==> src/rtl/pipe_ctrl_if.sv <==
// pipe_ctrl_if: control bundle between the fetch/decode/exec stages and pipe_ctrl.
interface pipe_ctrl_if #(parameter int CNT_W = 32);
  logic [5:0] i_dec_rs1, i_dec_rs2, i_ex_rd;
  logic i_dec_uses_rs1, i_dec_uses_rs2, i_dec_is_md, i_ex_mem_r, i_ex_redirect, i_md_done;
  logic o_fetch_stall, o_dec_stall, o_dec_bubble, o_flush_fetch, o_flush_dec, o_md_start, o_md_err;
  logic [CNT_W-1:0] o_stall_cnt, o_flush_cnt;
  modport master (
    output i_dec_rs1, i_dec_rs2, i_ex_rd, i_dec_uses_rs1, i_dec_uses_rs2, i_dec_is_md,
           i_ex_mem_r, i_ex_redirect, i_md_done,
    input  o_fetch_stall, o_dec_stall, o_dec_bubble, o_flush_fetch, o_flush_dec, o_md_start,
           o_md_err, o_stall_cnt, o_flush_cnt
  );
  modport slave (
    input  i_dec_rs1, i_dec_rs2, i_ex_rd, i_dec_uses_rs1, i_dec_uses_rs2, i_dec_is_md,
           i_ex_mem_r, i_ex_redirect, i_md_done,
    output o_fetch_stall, o_dec_stall, o_dec_bubble, o_flush_fetch, o_flush_dec, o_md_start,
           o_md_err, o_stall_cnt, o_flush_cnt
  );
endinterface

==> src/rtl/pipe_ctrl.sv <==
// pipe_ctrl: load-use stall, redirect flush and MUL/DIV sequencing for the front end.
module pipe_ctrl #(
  parameter int FLUSH_CYCLES = 1,
  parameter int MD_TIMEOUT   = 64,
  parameter int CNT_W        = 32
) (
  input logic       i_clk,
  input logic       i_rst_n,
  pipe_ctrl_if.slave p
);
  localparam int FW = $clog2(FLUSH_CYCLES + 1);
  localparam int MW = $clog2(MD_TIMEOUT);
  typedef enum logic [1:0] {RUN, FLUSH, MD_WAIT} state_t;
  state_t st;
  logic [FW-1:0] flush_ctr;
  logic [MW-1:0] md_ctr;
  logic hazard, redir, haz_run, md_run, md_to, stall, flush;
  always_comb begin
    hazard  = p.i_ex_mem_r & (p.i_ex_rd != 6'd0) &
              ((p.i_dec_uses_rs1 & (p.i_dec_rs1 == p.i_ex_rd)) |
               (p.i_dec_uses_rs2 & (p.i_dec_rs2 == p.i_ex_rd)));
    redir   = (st == RUN) & p.i_ex_redirect;
    haz_run = (st == RUN) & ~p.i_ex_redirect & hazard;
    md_run  = (st == RUN) & ~p.i_ex_redirect & ~hazard & p.i_dec_is_md;
    md_to   = md_ctr == MW'(MD_TIMEOUT - 1);
    stall   = i_rst_n & (haz_run | md_run | ((st == MD_WAIT) & ~p.i_md_done & ~md_to));
    flush   = i_rst_n & ((st == FLUSH) | redir);
  end
  assign p.o_fetch_stall = stall;
  assign p.o_dec_stall   = stall;
  assign p.o_dec_bubble  = stall;
  assign p.o_flush_fetch = flush;
  assign p.o_flush_dec   = flush;
  assign p.o_md_start    = i_rst_n & md_run;
  always_ff @(posedge i_clk or negedge i_rst_n)
    if (!i_rst_n) begin
      st            <= RUN;
      flush_ctr     <= '0;
      md_ctr        <= '0;
      p.o_md_err    <= 1'b0;
      p.o_stall_cnt <= '0;
      p.o_flush_cnt <= '0;
    end else begin
      if (stall && !(&p.o_stall_cnt)) p.o_stall_cnt <= p.o_stall_cnt + CNT_W'(1);
      if (p.i_ex_redirect && st != MD_WAIT && !(&p.o_flush_cnt)) p.o_flush_cnt <= p.o_flush_cnt + CNT_W'(1);
      case (st)
        RUN:
          if (p.i_ex_redirect) begin
            if (FLUSH_CYCLES > 1) begin
              st        <= FLUSH;
              flush_ctr <= FW'(FLUSH_CYCLES - 1);
            end
          end else if (md_run) begin
            st     <= MD_WAIT;
            md_ctr <= '0;
          end
        FLUSH:
          if (p.i_ex_redirect) flush_ctr <= FW'(FLUSH_CYCLES - 1);
          else begin
            flush_ctr <= flush_ctr - FW'(1);
            if (flush_ctr == FW'(1)) st <= RUN;
          end
        MD_WAIT: begin
          md_ctr <= md_ctr + MW'(1);
          if (p.i_md_done) st <= RUN;
          else if (md_to) begin
            p.o_md_err <= 1'b1;
            st         <= RUN;
          end
        end
        default: st <= RUN;
      endcase
    end
  // exec only holds bubbles while an MD op is outstanding, so no redirect can arrive then
  a_no_redir_md: assert property (@(posedge i_clk) disable iff (!i_rst_n) !(st == MD_WAIT && p.i_ex_redirect));
  a_excl: assert property (@(posedge i_clk) disable iff (!i_rst_n) !(stall && flush));
endmodule

==> src/flat_wrapper.sv <==
// flat-port wrapper written by rule: the top's interface ports become plain ports
module pipe_ctrl_flat 
#(
  parameter int FLUSH_CYCLES = 1,
  parameter int MD_TIMEOUT   = 64,
  parameter int CNT_W        = 32
)
  (i_clk, i_rst_n, p_i_dec_rs1, p_i_dec_rs2, p_i_ex_rd, p_i_dec_uses_rs1, p_i_dec_uses_rs2, p_i_dec_is_md, p_i_ex_mem_r, p_i_ex_redirect, p_i_md_done, p_o_fetch_stall, p_o_dec_stall, p_o_dec_bubble, p_o_flush_fetch, p_o_flush_dec, p_o_md_start, p_o_md_err, p_o_stall_cnt, p_o_flush_cnt);
  pipe_ctrl_if #(.CNT_W(CNT_W)) p_i ();
  input logic i_clk;
  input logic i_rst_n;
  input wire logic [$bits(p_i.i_dec_rs1)-1:0] p_i_dec_rs1;
  input wire logic [$bits(p_i.i_dec_rs2)-1:0] p_i_dec_rs2;
  input wire logic [$bits(p_i.i_ex_rd)-1:0] p_i_ex_rd;
  input wire logic [$bits(p_i.i_dec_uses_rs1)-1:0] p_i_dec_uses_rs1;
  input wire logic [$bits(p_i.i_dec_uses_rs2)-1:0] p_i_dec_uses_rs2;
  input wire logic [$bits(p_i.i_dec_is_md)-1:0] p_i_dec_is_md;
  input wire logic [$bits(p_i.i_ex_mem_r)-1:0] p_i_ex_mem_r;
  input wire logic [$bits(p_i.i_ex_redirect)-1:0] p_i_ex_redirect;
  input wire logic [$bits(p_i.i_md_done)-1:0] p_i_md_done;
  output wire logic [$bits(p_i.o_fetch_stall)-1:0] p_o_fetch_stall;
  output wire logic [$bits(p_i.o_dec_stall)-1:0] p_o_dec_stall;
  output wire logic [$bits(p_i.o_dec_bubble)-1:0] p_o_dec_bubble;
  output wire logic [$bits(p_i.o_flush_fetch)-1:0] p_o_flush_fetch;
  output wire logic [$bits(p_i.o_flush_dec)-1:0] p_o_flush_dec;
  output wire logic [$bits(p_i.o_md_start)-1:0] p_o_md_start;
  output wire logic [$bits(p_i.o_md_err)-1:0] p_o_md_err;
  output wire logic [$bits(p_i.o_stall_cnt)-1:0] p_o_stall_cnt;
  output wire logic [$bits(p_i.o_flush_cnt)-1:0] p_o_flush_cnt;
  assign p_i.i_dec_rs1 = p_i_dec_rs1;
  assign p_i.i_dec_rs2 = p_i_dec_rs2;
  assign p_i.i_ex_rd = p_i_ex_rd;
  assign p_i.i_dec_uses_rs1 = p_i_dec_uses_rs1;
  assign p_i.i_dec_uses_rs2 = p_i_dec_uses_rs2;
  assign p_i.i_dec_is_md = p_i_dec_is_md;
  assign p_i.i_ex_mem_r = p_i_ex_mem_r;
  assign p_i.i_ex_redirect = p_i_ex_redirect;
  assign p_i.i_md_done = p_i_md_done;
  assign p_o_fetch_stall = p_i.o_fetch_stall;
  assign p_o_dec_stall = p_i.o_dec_stall;
  assign p_o_dec_bubble = p_i.o_dec_bubble;
  assign p_o_flush_fetch = p_i.o_flush_fetch;
  assign p_o_flush_dec = p_i.o_flush_dec;
  assign p_o_md_start = p_i.o_md_start;
  assign p_o_md_err = p_i.o_md_err;
  assign p_o_stall_cnt = p_i.o_stall_cnt;
  assign p_o_flush_cnt = p_i.o_flush_cnt;
  pipe_ctrl #(.FLUSH_CYCLES(FLUSH_CYCLES), .MD_TIMEOUT(MD_TIMEOUT), .CNT_W(CNT_W)) u_core (.i_clk(i_clk), .i_rst_n(i_rst_n), .p(p_i));
endmodule
==> config.mk <==
export PLATFORM = sky130hd
export DESIGN_NAME = pipe_ctrl_flat
export DESIGN_NICKNAME = d
export VERILOG_FILES = /design/src/rtl/pipe_ctrl_if.sv /design/src/rtl/pipe_ctrl.sv /design/src/flat_wrapper.sv
export SDC_FILE = /design/constraint.sdc
export NUM_CORES = 1
export LEC_CHECK = 0
export CAP_MARGIN = 10
export CORE_ASPECT_RATIO = 2
export CORE_MARGIN = 2
export CORE_UTILIZATION = 50
export CTS_CLUSTER_SIZE = 25
export DETAILED_ROUTE_END_ITERATION = 6
export PLACE_DENSITY = 0.85
export SKIP_CTS_REPAIR_TIMING = 1
export SLEW_MARGIN = 20
export SYNTH_ARGS = -nofsm -noshare
export SYNTH_HDL_FRONTEND = slang
export SYNTH_SLANG_ARGS = --single-unit
==> constraint.sdc <==
create_clock -name i_clk -period 6.7 [get_ports i_clk]
set_input_delay 1.005 -clock i_clk [delete_from_list [all_inputs] [get_ports i_clk]]
set_output_delay 1.005 -clock i_clk [all_outputs]
set_load 0.05 [all_outputs]
Word level (Yosys, flattened, before mapping)
Cells that the tools add are included.

Latch bits: 0. RAM bits: 0. Flip-flop bits (word level): 74. Memory bits (read-only): 0. Memories kept: 0.

Equal/unequal tests: 11. Reductions and logical operators: 13. Muxes and demuxes: 11. Order comparisons: 0. Multiply operators: 0. Div/mod/pow operators: 0. Shift operators: 0. Bitwise operators: 22. Add/subtract/negate cells: 4.

Operators by type and width (count): 32-bit by 1-bit adder with 32-bit output (second input constant) (2); 32-bit AND reduction (2); 1-bit bitwise AND (14); 6-bit equality test (2); 2-bit 2-to-1 mux (6); 6-bit 2-to-1 mux (2); 6-bit case mux with 2 select lines (1); 6-bit by 1-bit adder with 6-bit output (second input constant) (1); 6-bit equality test (second input constant) (1); 2-bit inequality test (second input constant) (3); 2-bit case mux with 3 select lines (1); 3-bit AND reduction (2); 6-bit nonzero test (1); 5-bit AND reduction (1); 2-bit by 1-bit inequality test with 1-bit output (second input constant) (2); 1-bit inverter (4); 1-bit bitwise OR (4); 1-bit logical AND (3); 3-bit by 2-bit inequality test with 1-bit output (second input constant) (1); 2-bit by 1-bit equality test with 1-bit output (second input constant) (1); 2-bit equality test (second input constant) (1); 1-bit logical NOT (2); 2-bit logical NOT (1); 2-bit nonzero test (1); 2 further kinds (2).

Depth between registers and ports, before layout
Depth in word-level cells: 11. Mapped depth: 8. Gate-level depth less buffers: 7.

Worst setup path after synthesis
No wires, ideal clock.

Path kind: input to output. Start: input port p_i_ex_rd[1]. End: output port p_o_dec_stall. Stages on the path: 7. Buffers on the path: 2. Arrival: 2.600 ns. Path slack: 3.095 ns. Cells stage by stage: or4_1 -> o31a_1 -> and2_4 -> a21oi_4 -> inv_2 -> buf_6 -> buf_4.

Cells in the longest elaborated chain, start to end: 10. Elaborated cells on any way between the ends: 15.

RTL lines: start: declaration (RTL line flat_wrapper.sv:14) `input wire logic [$bits(p_i.i_ex_rd)-1:0] p_i_ex_rd;`; 6-bit equality test (on tied branches) (RTL line pipe_ctrl.sv:20, pipe_ctrl.sv:21); 1-bit bitwise AND (on tied branches) (RTL line pipe_ctrl.sv:20, pipe_ctrl.sv:21); 1-bit bitwise OR (RTL line pipe_ctrl.sv:20) `((p.i_dec_uses_rs1 & (p.i_dec_rs1 == p.i_ex_rd)) |`; 1-bit bitwise AND * (RTL line pipe_ctrl.sv:19) `hazard = p.i_ex_mem_r & (p.i_ex_rd != 6'd0) &`; 1-bit inverter (RTL line pipe_ctrl.sv:24) `md_run = (st == RUN) & ~p.i_ex_redirect & ~hazard & p.i_dec_is_md;`; 1-bit bitwise AND (2 in series) (RTL line pipe_ctrl.sv:24); 1-bit bitwise OR * (2 in series) (RTL line pipe_ctrl.sv:26) `stall = i_rst_n & (haz_run | md_run | ((st == MD_WAIT) & ~p.i_md_done & ~md_to));`; 1-bit bitwise AND * (RTL line pipe_ctrl.sv:26); end: declaration (RTL line flat_wrapper.sv:22) `output wire logic [$bits(p_i.o_dec_stall)-1:0] p_o_dec_stall;`.

Mark *: on every way between the ends. The rest lies on a longest branch, timed or not.

Worst setup path after layout
Same ends and word-level chain as after synthesis.

==> out/metrics.yaml <==
synth_area_leader_cell: "dfrtp_1"
crit_chain: "clkdlybuf4s50_1 > or4_1 > o31a_1 > and2_4 > a21oi_4 > inv_2 > clkdlybuf4s50_1"
fin_crit_ns: 4.86
holdPathEnd: "u_core.p.o_flush_cnt[30]"
drt_iter0_drc: 180
h-tree-depth: 3
finalHoldViolations: 0
cts_tree: "yes"
firstDrtPassIters: 4
grt_pass1_vias: 3127
slew_violations: 0
holdWs_ns: 0.496
clock_latency_ns: 0.33
setup_viol: 0
synth_cells: 362
whs_path_depth: 1
p_per_area_mw_per_mm2: 267
antenna_found_initial: 0
die_x_um: 65.1
cts_buffers: 9
synth.most_common_cell: "dfrtp_1"
vias_per_cell: 5.55
outcome: "finished clean"
dieHeight_um: 126
synthFlopType: "dfrtp_1"
critPathCaptureType: "output pin"
ff2ff_setup_slack_ns: 4.28
fin_skew_ns: 0.00679
drc: 0
clk_pin_slew_worst_paths_ns: 0.05
final.setup.worst_slack_ns: 1.84
leakagePower_uw: 0.00216
synth_area_per_cell_um2: 10.3
grt_pass1_wl_mm: 14.8
synth_top_area_frac: 0.483
netlist_area_mm2: 0.00373
cp.arrival_ns: 3.86
ys_types: 49
cp_max_fo: 17
ys_async_sr_fraction: 1.00
grt_util_all_layers: 0.234
period_share: 0.726
fillers: 572
core_area_mm2: 0.00727
synth-seq-area-share: 0.483
overflow: 0
synthesis.nets: 391
cts_buffer_depth: 2
start_util: 0.513
ff2ff_path_depth: 7
worst_pin_slew_ns: 0.833
row_count: 44
r2r-end: "u_core.p.o_stall_cnt[30]"
place_hpwl_mm: 6.54
cp_slowest_stage_delay_ns: 0.76
rsz0062_at_grt: "no"
cp-start-kind: "input port"
crit_type: "input port to output pin"
port_buffers: 96
grt_max_degree: 68
io-pin-count: 97
slew_headroom: 0.445
synthTopCellsByCount: "dfrtp_1 (72), xnor2_1 (43), xor2_1 (32)"
drive_gt1_frac: 0.0710
clock_sinks: 72
antenna_cells: 0
die-area_mm2: 0.00821
slowest_stage: "clkdlybuf4s50_1"
cts_root_buf: "clkbuf_16"
critPathRequiredTime_ns: 5.69
route.detailed.wl_per_inst_um: 16.0
ys_warn_count: 0
ys_ff_latch: 72
gp_congestion: 0.893
drtAntennaViolNets: 0
fin_tns_setup_ns: 0
vias: 3094
synth_top_cells_by_area: "dfrtp_1 (48%), xnor2_1 (10%), xor2_1 (7.5%)"
hold_class: "register to register"
areaGrowthSynthToFinish_pct: 34.6
hp-start: "u_core.p.o_flush_cnt[30]"
cpMostUsedCell: "clkdlybuf4s50_1"
ir_worst_vdd_uv: 320
max_clock_freq_ghz: 0.206
num-nets-final: 489
r2r_start: "u_core.p.o_stall_cnt[0]"
synth-edff-count: 0
dp_slack_ns: 1.85
routed_wirelength_mm: 8.91
maxCapViolations: 0
-- sequential cells by signal, indices dropped and copies added, names as in the netlist --
name                  flops
u_core.md_ctr             6
u_core.p.o_flush_cnt     32
u_core.p.o_md_err         1
u_core.p.o_stall_cnt     32
u_core.st                 1
-- layer usage --
metal	wire length [um]	up-vias	GRT usage
li1	-	1466	-
met1	3260	1518	0.259
met2	5020	95	0.419
met5	0	-	0
met3	426	15	0.0500
met4	206	0	0.103
-- final cells by class --
| class | instances | area [um2] | share of cell area |
|---|---|---|---|
| Clock inverter | 2 | 12.5 | 0.00249 |
| Sequential cell | 72 | 1800 | 0.359 |
| Tap cell | 92 | 115 | 0.0229 |
| Timing Repair Buffer | 97 | 963 | 0.192 |
| Multi-Input combinational cell | 274 | 1830 | 0.365 |
| Clock buffer | 14 | 274 | 0.0546 |
| Inverter | 6 | 22.5 | 0.00449 |
-- worst max-delay path: cells and delay by family --
kind / cells / cell delay [ns]
AOI/OAI and AO/OA: 2 / 0.66
buffers and inverters: 3 / 1.46
and+or+nand+nor: 2 / 0.72
-- logic make-up (layout without fill, tap and decap cells) --
| kind of cell | Yosys count | count (layout) | synth area share |
|---|---|---|---|
| compound gates | 21 | 21 | 0.0429 |
| xor+xnor | 75 | 75 | 0.176 |
| fa+ha+maj | 3 | 3 | 0.0101 |
| buf+inv | 16 | 119 | 0.0262 |
| flops | 72 | 72 | 0.483 |
| mux | 2 | 2 | 0.00570 |
| simple gates | 173 | 173 | 0.256 |
-- metrics by stage --
step                       util  cell area, um2  power, uW  cells
after global routing      0.691            5020       1400    557
after CTS                 0.691            5020       1350    557
after detailed placement  0.652            4730        895    541
after floorplan               -            3730        765    362
after global placement    0.652            4730        885    541
final                     0.691            5020       1340    557
-- report_power, final --
| part | switching (uW) | internal (uW) | leakage, uW |
|---|---|---|---|
| Clock | 174 | 281 | 0.000139 |
| Combinational | 213 | 129 | 0.00105 |
| Sequential | 61.8 | 482 | 0.000967 |
| Total | 449 | 891 | 0.00216 |
-- layout by cell type (no fill, tap or decap), types with 13 or more instances in the layout --
master / Yosys / layout
clkdlybuf4s50_1: 0 / 95
dfrtp_1: 72 / 72
xnor2_1: 43 / 43
xor2_1: 32 / 32
nand3_1: 31 / 31
nand2_1: 29 / 29
nand4_1: 21 / 21
nor2_1: 21 / 21
nor3_1: 18 / 18
and3_1: 13 / 13
-- worst max-delay path by stage --
stage	slack [ns]	to	startpoint
finish	1.84	p_o_dec_stall	p_i_ex_rd[1]
global route	1.70	p_o_dec_stall	p_i_ex_rd[1]
CTS	1.84	p_o_dec_stall	p_i_ex_rd[1]
detailed placement	1.85	p_o_dec_stall	p_i_ex_rd[1]
global placement	1.88	p_o_dec_bubble	p_i_ex_rd[1]
floorplan	3.09	p_o_dec_stall	p_i_ex_rd[1]
Note: power is estimated with default switching activity, not from simulation.
